[config.mk]
export PLATFORM = sky130hd
export DESIGN_NAME = traffic_phase_scheduler
export DESIGN_NICKNAME = d
export VERILOG_FILES = /design/src/rtl/traffic_phase_scheduler.sv
export SDC_FILE = /design/constraint.sdc
export NUM_CORES = 1
export LEC_CHECK = 0
export ABC_AREA = 1
export CORE_AREA = 2 2 67 69
export CTS_CLUSTER_DIAMETER = 80
export DETAILED_ROUTE_END_ITERATION = 6
export DIE_AREA = 0 0 69 71
export HOLD_SLACK_MARGIN = 0.08
export PLACE_DENSITY = 0.78
export SYNTH_ARGS = -nofsm -noshare
export SYNTH_HDL_FRONTEND = slang
export SYNTH_SLANG_ARGS = --single-unit
export TNS_END_PERCENT = 5
[constraint.sdc]
create_clock -name clk -period 2.6 [get_ports clk]
set_input_delay 0.39 -clock clk [delete_from_list [all_inputs] [get_ports clk]]
set_output_delay 0.39 -clock clk [all_outputs]
set_load 0.01 [all_outputs]
[src/rtl/traffic_phase_scheduler.sv]
// Four-lane phase scheduler: ALL_RED -> GREEN -> YELLOW per granted lane, with
// density-scaled green length, round-robin fairness and siren pre-emption.
module traffic_phase_scheduler #(
    parameter int unsigned MIN_GREEN    = 8,
    parameter int unsigned EXT_PER_CAR  = 4,
    parameter int unsigned MAX_GREEN    = 20,
    parameter int unsigned YELLOW_TIME  = 3,
    parameter int unsigned ALL_RED_TIME = 2,
    parameter int unsigned TW           = 8
) (
    input  logic        clk,
    input  logic        reset,
    input  logic [11:0] IR_sensors,
    input  logic [3:0]  sound_sensors,
    output logic [3:0]  lane_green,
    output logic [3:0]  lane_yellow,
    output logic [3:0]  lane_red,
    output logic [1:0]  active_lane,
    output logic        emergency_active
);

    typedef enum logic [1:0] {
        S_ALL_RED,
        S_GREEN,
        S_YELLOW
    } state_t;

    state_t          state_q;
    logic [TW-1:0]   timer_q;
    logic [11:0]     ir_q;
    logic [3:0]      snd_q;
    logic [1:0]      last_q;
    logic [1:0]      active_q;
    logic            emerg_q;
    logic [3:0]      green_q;
    logic [3:0]      yellow_q;

    logic [1:0]      pc [4];
    logic [1:0]      idx;
    logic            found;
    logic [1:0]      grant_lane_d;
    logic            grant_emerg_d;
    logic [TW-1:0]   grant_len_d;
    logic            other_siren;

    function automatic logic [1:0] pop3(input logic [2:0] b);
        return 2'(b[0]) + 2'(b[1]) + 2'(b[2]);
    endfunction

    // Sum is formed at 32 bits so the cap compare never sees a wrapped value.
    function automatic logic [TW-1:0] green_len(input logic [1:0] cnt);
        logic [31:0] full;
        full = MIN_GREEN + EXT_PER_CAR * {30'd0, cnt};
        if (full > MAX_GREEN) begin
            full = MAX_GREEN;
        end
        return full[TW-1:0];
    endfunction

    always_comb begin
        for (int k = 0; k < 4; k++) begin
            pc[k] = pop3(ir_q[3*k +: 3]);
        end
        idx           = '0;
        found         = 1'b0;
        grant_lane_d  = last_q + 2'd1;
        grant_emerg_d = 1'b0;
        for (int k = 0; k < 4; k++) begin
            idx = last_q + 2'(k + 1);
            if (!found && pc[idx] != 2'd0) begin
                grant_lane_d = idx;
                found        = 1'b1;
            end
        end
        // Descending scan so the lowest-index siren wins.
        for (int k = 3; k >= 0; k--) begin
            if (snd_q[k]) begin
                grant_lane_d  = 2'(k);
                grant_emerg_d = 1'b1;
            end
        end
        grant_len_d = grant_emerg_d ? TW'(MIN_GREEN) : green_len(pc[grant_lane_d]);
    end

    assign other_siren = |(snd_q & ~(4'(1) << active_q));

    always_ff @(posedge clk or negedge reset) begin
        if (!reset) begin
            ir_q     <= '0;
            snd_q    <= '0;
            state_q  <= S_ALL_RED;
            timer_q  <= TW'(ALL_RED_TIME);
            last_q   <= 2'd3;
            active_q <= 2'd0;
            emerg_q  <= 1'b0;
            green_q  <= '0;
            yellow_q <= '0;
        end else begin
            ir_q  <= IR_sensors;
            snd_q <= sound_sensors;
            case (state_q)
                S_ALL_RED: begin
                    if (timer_q <= TW'(1)) begin
                        state_q  <= S_GREEN;
                        timer_q  <= grant_len_d;
                        active_q <= grant_lane_d;
                        last_q   <= grant_lane_d;
                        emerg_q  <= grant_emerg_d;
                        green_q  <= 4'(1) << grant_lane_d;
                    end else begin
                        timer_q <= timer_q - TW'(1);
                    end
                end
                S_GREEN: begin
                    // Emergency green parks at 1 until its own siren clears.
                    if ((emerg_q && timer_q <= TW'(1) && !snd_q[active_q]) ||
                        (!emerg_q && (timer_q <= TW'(1) || other_siren))) begin
                        state_q  <= S_YELLOW;
                        timer_q  <= TW'(YELLOW_TIME);
                        emerg_q  <= 1'b0;
                        green_q  <= '0;
                        yellow_q <= green_q;
                    end else if (timer_q > TW'(1)) begin
                        timer_q <= timer_q - TW'(1);
                    end
                end
                S_YELLOW: begin
                    if (timer_q <= TW'(1)) begin
                        state_q  <= S_ALL_RED;
                        timer_q  <= TW'(ALL_RED_TIME);
                        yellow_q <= '0;
                    end else begin
                        timer_q <= timer_q - TW'(1);
                    end
                end
                default: begin
                    state_q  <= S_ALL_RED;
                    timer_q  <= TW'(ALL_RED_TIME);
                    emerg_q  <= 1'b0;
                    green_q  <= '0;
                    yellow_q <= '0;
                end
            endcase
        end
    end

    assign lane_green       = green_q;
    assign lane_yellow      = yellow_q;
    assign lane_red         = ~(green_q | yellow_q);
    assign active_lane      = active_q;
    assign emergency_active = emerg_q;

endmodule

==> summary.txt, run 1 <==
Status
  – Status: completed

Setup path
  – Worst Path Arrival: 2730 ps
  – Worst setup EP type: flop
  – Startpoint class of the critical path: flop
  – R2r startpoint: ir_q[11]
  – Worst reg2reg setup slack: 90 ps
  – Crit path kind: reg2reg
  – R2r worst-path depth: 18
  – CP required: 2820 ps
  – Critical Path Fanout Max: 5
  – RR Endpoint: timer_q[3]

Placement
  – Cells after DPL: 355
  – HPWL after DPL: 3510 µm
  – Post-DP Area: 2590 µm²
  – Port bufs: 32
  – GP Congestion: 0.877

Power and ir drop
  – Leak: 1.33 nW
  – Peak VDD IR: 0.599 mV
  – Pwr Density: 1060 nW/µm²
  – Total chip power: 0.00289 W

Route
  – Detailed-route via count: 1874
  – DRC viols: 0
  – Avg WL per Cell: 12.5 µm
  – Drt total wl: 4570 µm
  – Antenna viol nets, final: 0
  – 1st-pass router iterations: 4
  – Via density: 5.13
  – DRT iter0 DRCs: 126

Clock tree
  – CTS Sinks: 39
  – Post-cts hold buffer count: 0
  – Clock Root Buffer: clkbuf_8
  – Clk buf depth: 2
  – CTS tree: done
  – Max H-tree Level: 2
  – Clock transition at path regs: 70 ps
  – CTS buffer count: 5
  – Clock latency at the later pin of the worst-skew pair: 290 ps

STA
  – Final setup violating endpoints: 0
  – Pins Over Slew Limit: 0
  – Max Fclk: 398 MHz
  – Skew final: 2.58 ps
  – Final worst-path cycle share: 96.7%
  – Min Tclk post-route: 2510 ps
  – Slew @ Worst Pin: 830 ps
  – Slew margin rel.: 44.6%
  – Hold slack final: 194 ps
  – RSZ-0062 raised after global routing: true
  – Final hold viol count: 0

Finish
  – Fin nets: 336
  – Commonest non-fill, non-tap cells in the layout: nand2_1, inv_1, dfrtp_1
  – Layout cells sized above 1: 18.5%
  – Area growth, synth to finish: 24.6%
  – Finished Layout Cells: 365
  – Most common cell after layout, fill and taps aside: nand2_1
  – Final instance area: 2730 µm²
  – Ant. Diodes: 0

Die
  – Io pins: 33
  – Core area: 4200 µm²
  – Die Y: 71 µm
  – Die area: 4900 µm²
  – Die Span X: 69 µm
  – Row cnt: 24
  – Starting Density: 52.1%

GRT
  – GR met2 Demand/Resource: 34.5%
  – Met3 Usage GRT: 3.13%
  – Gr usage total: 20.6%
  – Grt met1 use: 27.4%
  – Initial antenna violation count: 0
  – Total gr overflow: 0
  – First-pass GRT wire length: 8200 µm
  – Largest net degree at the start of global routing: 40
  – Gr busiest metal: met2
  – Vias in the first global route: 1878

Logic synthesis
  – Synth Register Bits: 39
  – Cell area after synthesis: 2190 µm²
  – Yosys warns: 0
  – Post-synthesis sequential area ratio: 44.7%
  – Syn_area_per_cell: 8.17 µm²
  – Post-Syn Nets: 292
  – Unique masters post-synth: 34
  – Mapped Cells: 268

Job
  – Max_cap viols: 0

Worst hold path
  – Hold Crit Class: in2async
metal layers:
layer  part of all wire (%)  up-vias
met5                      0        -
met4                    1.6        0
met3                    4.2        8
met2                     49       48
met1                     45      885
li1                       -      933
cell usage after synthesis, drive strengths merged:
library cell / count / area (µm²)
nor2: 29 / 116
and2: 1 / 6.26
nand3: 24 / 140
o221ai: 1 / 8.76
fa: 4 / 80.1
ha: 2 / 25.0
clkinv: 1 / 3.75
dfstp: 3 / 78.8
nand2: 74 / 338
dfrtp: 36 / 901
nor3: 5 / 25.0
o32ai: 3 / 26.3
buf: 1 / 11.3
a31oi: 1 / 6.26
or2: 1 / 6.26
o2111ai: 1 / 8.76
o21ai: 14 / 73.8
nand4: 3 / 18.8
xor2: 5 / 43.8
o22ai: 2 / 12.5
a21oi: 8 / 62.6
inv: 47 / 181
a211oi: 1 / 7.51
nand3b: 1 / 7.51
area by class of cell:
| class | count | area, µm² |
|---|---|---|
| fillers | 376 | 1480 |
| multi-input cells | 180 | 1060 |
| flip-flops and latches | 39 | 980 |
| repair buffers | 38 | 360 |
| inverters | 48 | 185 |
| clock buffers | 7 | 76.3 |
| well taps | 52 | 65.1 |
| clock inverters | 1 | 5.00 |
kinds of logic after synthesis:
logic type	Yosys count	synth area share, %
XOR/XNOR	5	2.00
flip-flops	39	44.7
AO/OA/AOI/OAI	31	9.43
adder cells (fa/ha/maj)	6	4.80
AND/OR/NAND/NOR	138	30.1
buffers and inverters	49	8.97
report_power, final:
| part | switching (W) | total [W] | internal (W) |
|---|---|---|---|
| clock | 0.000198 | 0.000386 | 0.000188 |
| sequential | 0.000178 | 0.000967 | 0.000789 |
| combinational | 0.000881 | 0.00154 | 0.000658 |
| total | 0.00126 | 0.00289 | 0.00163 |
stage by stage:
step                      setup WS, ps  utilization [%]  TNS, ps
after detailed placement          55.1             61.6        0
after floorplan                    366                -        0
after global routing             -98.2             64.9     -242
final                             86.4             64.9        0
after global placement            99.0             61.6        0
after CTS                         47.6             63.5        0
state kept, by name, indices dropped and copies added, names as in the netlist:
signal / flops
timer_q: 8
lane_green: 4
last_q: 2
snd_q: 4
state_q: 2
ir_q: 12
active_lane: 2
lane_yellow: 4
emergency_active: 1
how the worst max path moves through the flow:
stage,startpoint,slack [ps],depth (start not counted),end
final,ir_q[11],90,18,timer_q[3]
after CTS,ir_q[6],50,18,timer_q[2]
after detailed placement,ir_q[6],60,18,timer_q[2]
after floorplan,ir_q[6],370,18,timer_q[3]
after global placement,ir_q[6],100,18,timer_q[3]
after global routing,ir_q[11],-100,18,timer_q[3]
critical path: stages, from the launching register on:
cell,delay [ps]
dfrtp_1,340
inv_1,60
fa_1,620
nand2_1,90
nand2_2,100
nand3_4,90
nand2_4,90
nand2_1,60
nor2_2,130
nand2_1,80
nand3_2,100
nand2_4,80
nand2_2,90
nand2_4,80
inv_2,80
nand3_1,100
nand3_2,90
nand2_1,60
a21oi_2,100
repair_timing:
item,4_1_cts,5_1_grt
setup endpoints to repair,0,16
buffers inserted,0,2
gates resized for setup,0,11
(Power assumes the default switching activity.)
==> inputs of run 2 (changes only) <==
GPL_ROUTABILITY_DRIVEN = 0   (was default)
SLEW_MARGIN = 0   (was default)
==> results of run 2 <==
No change in the layout: final DEF, timing and power equal those of run 1.
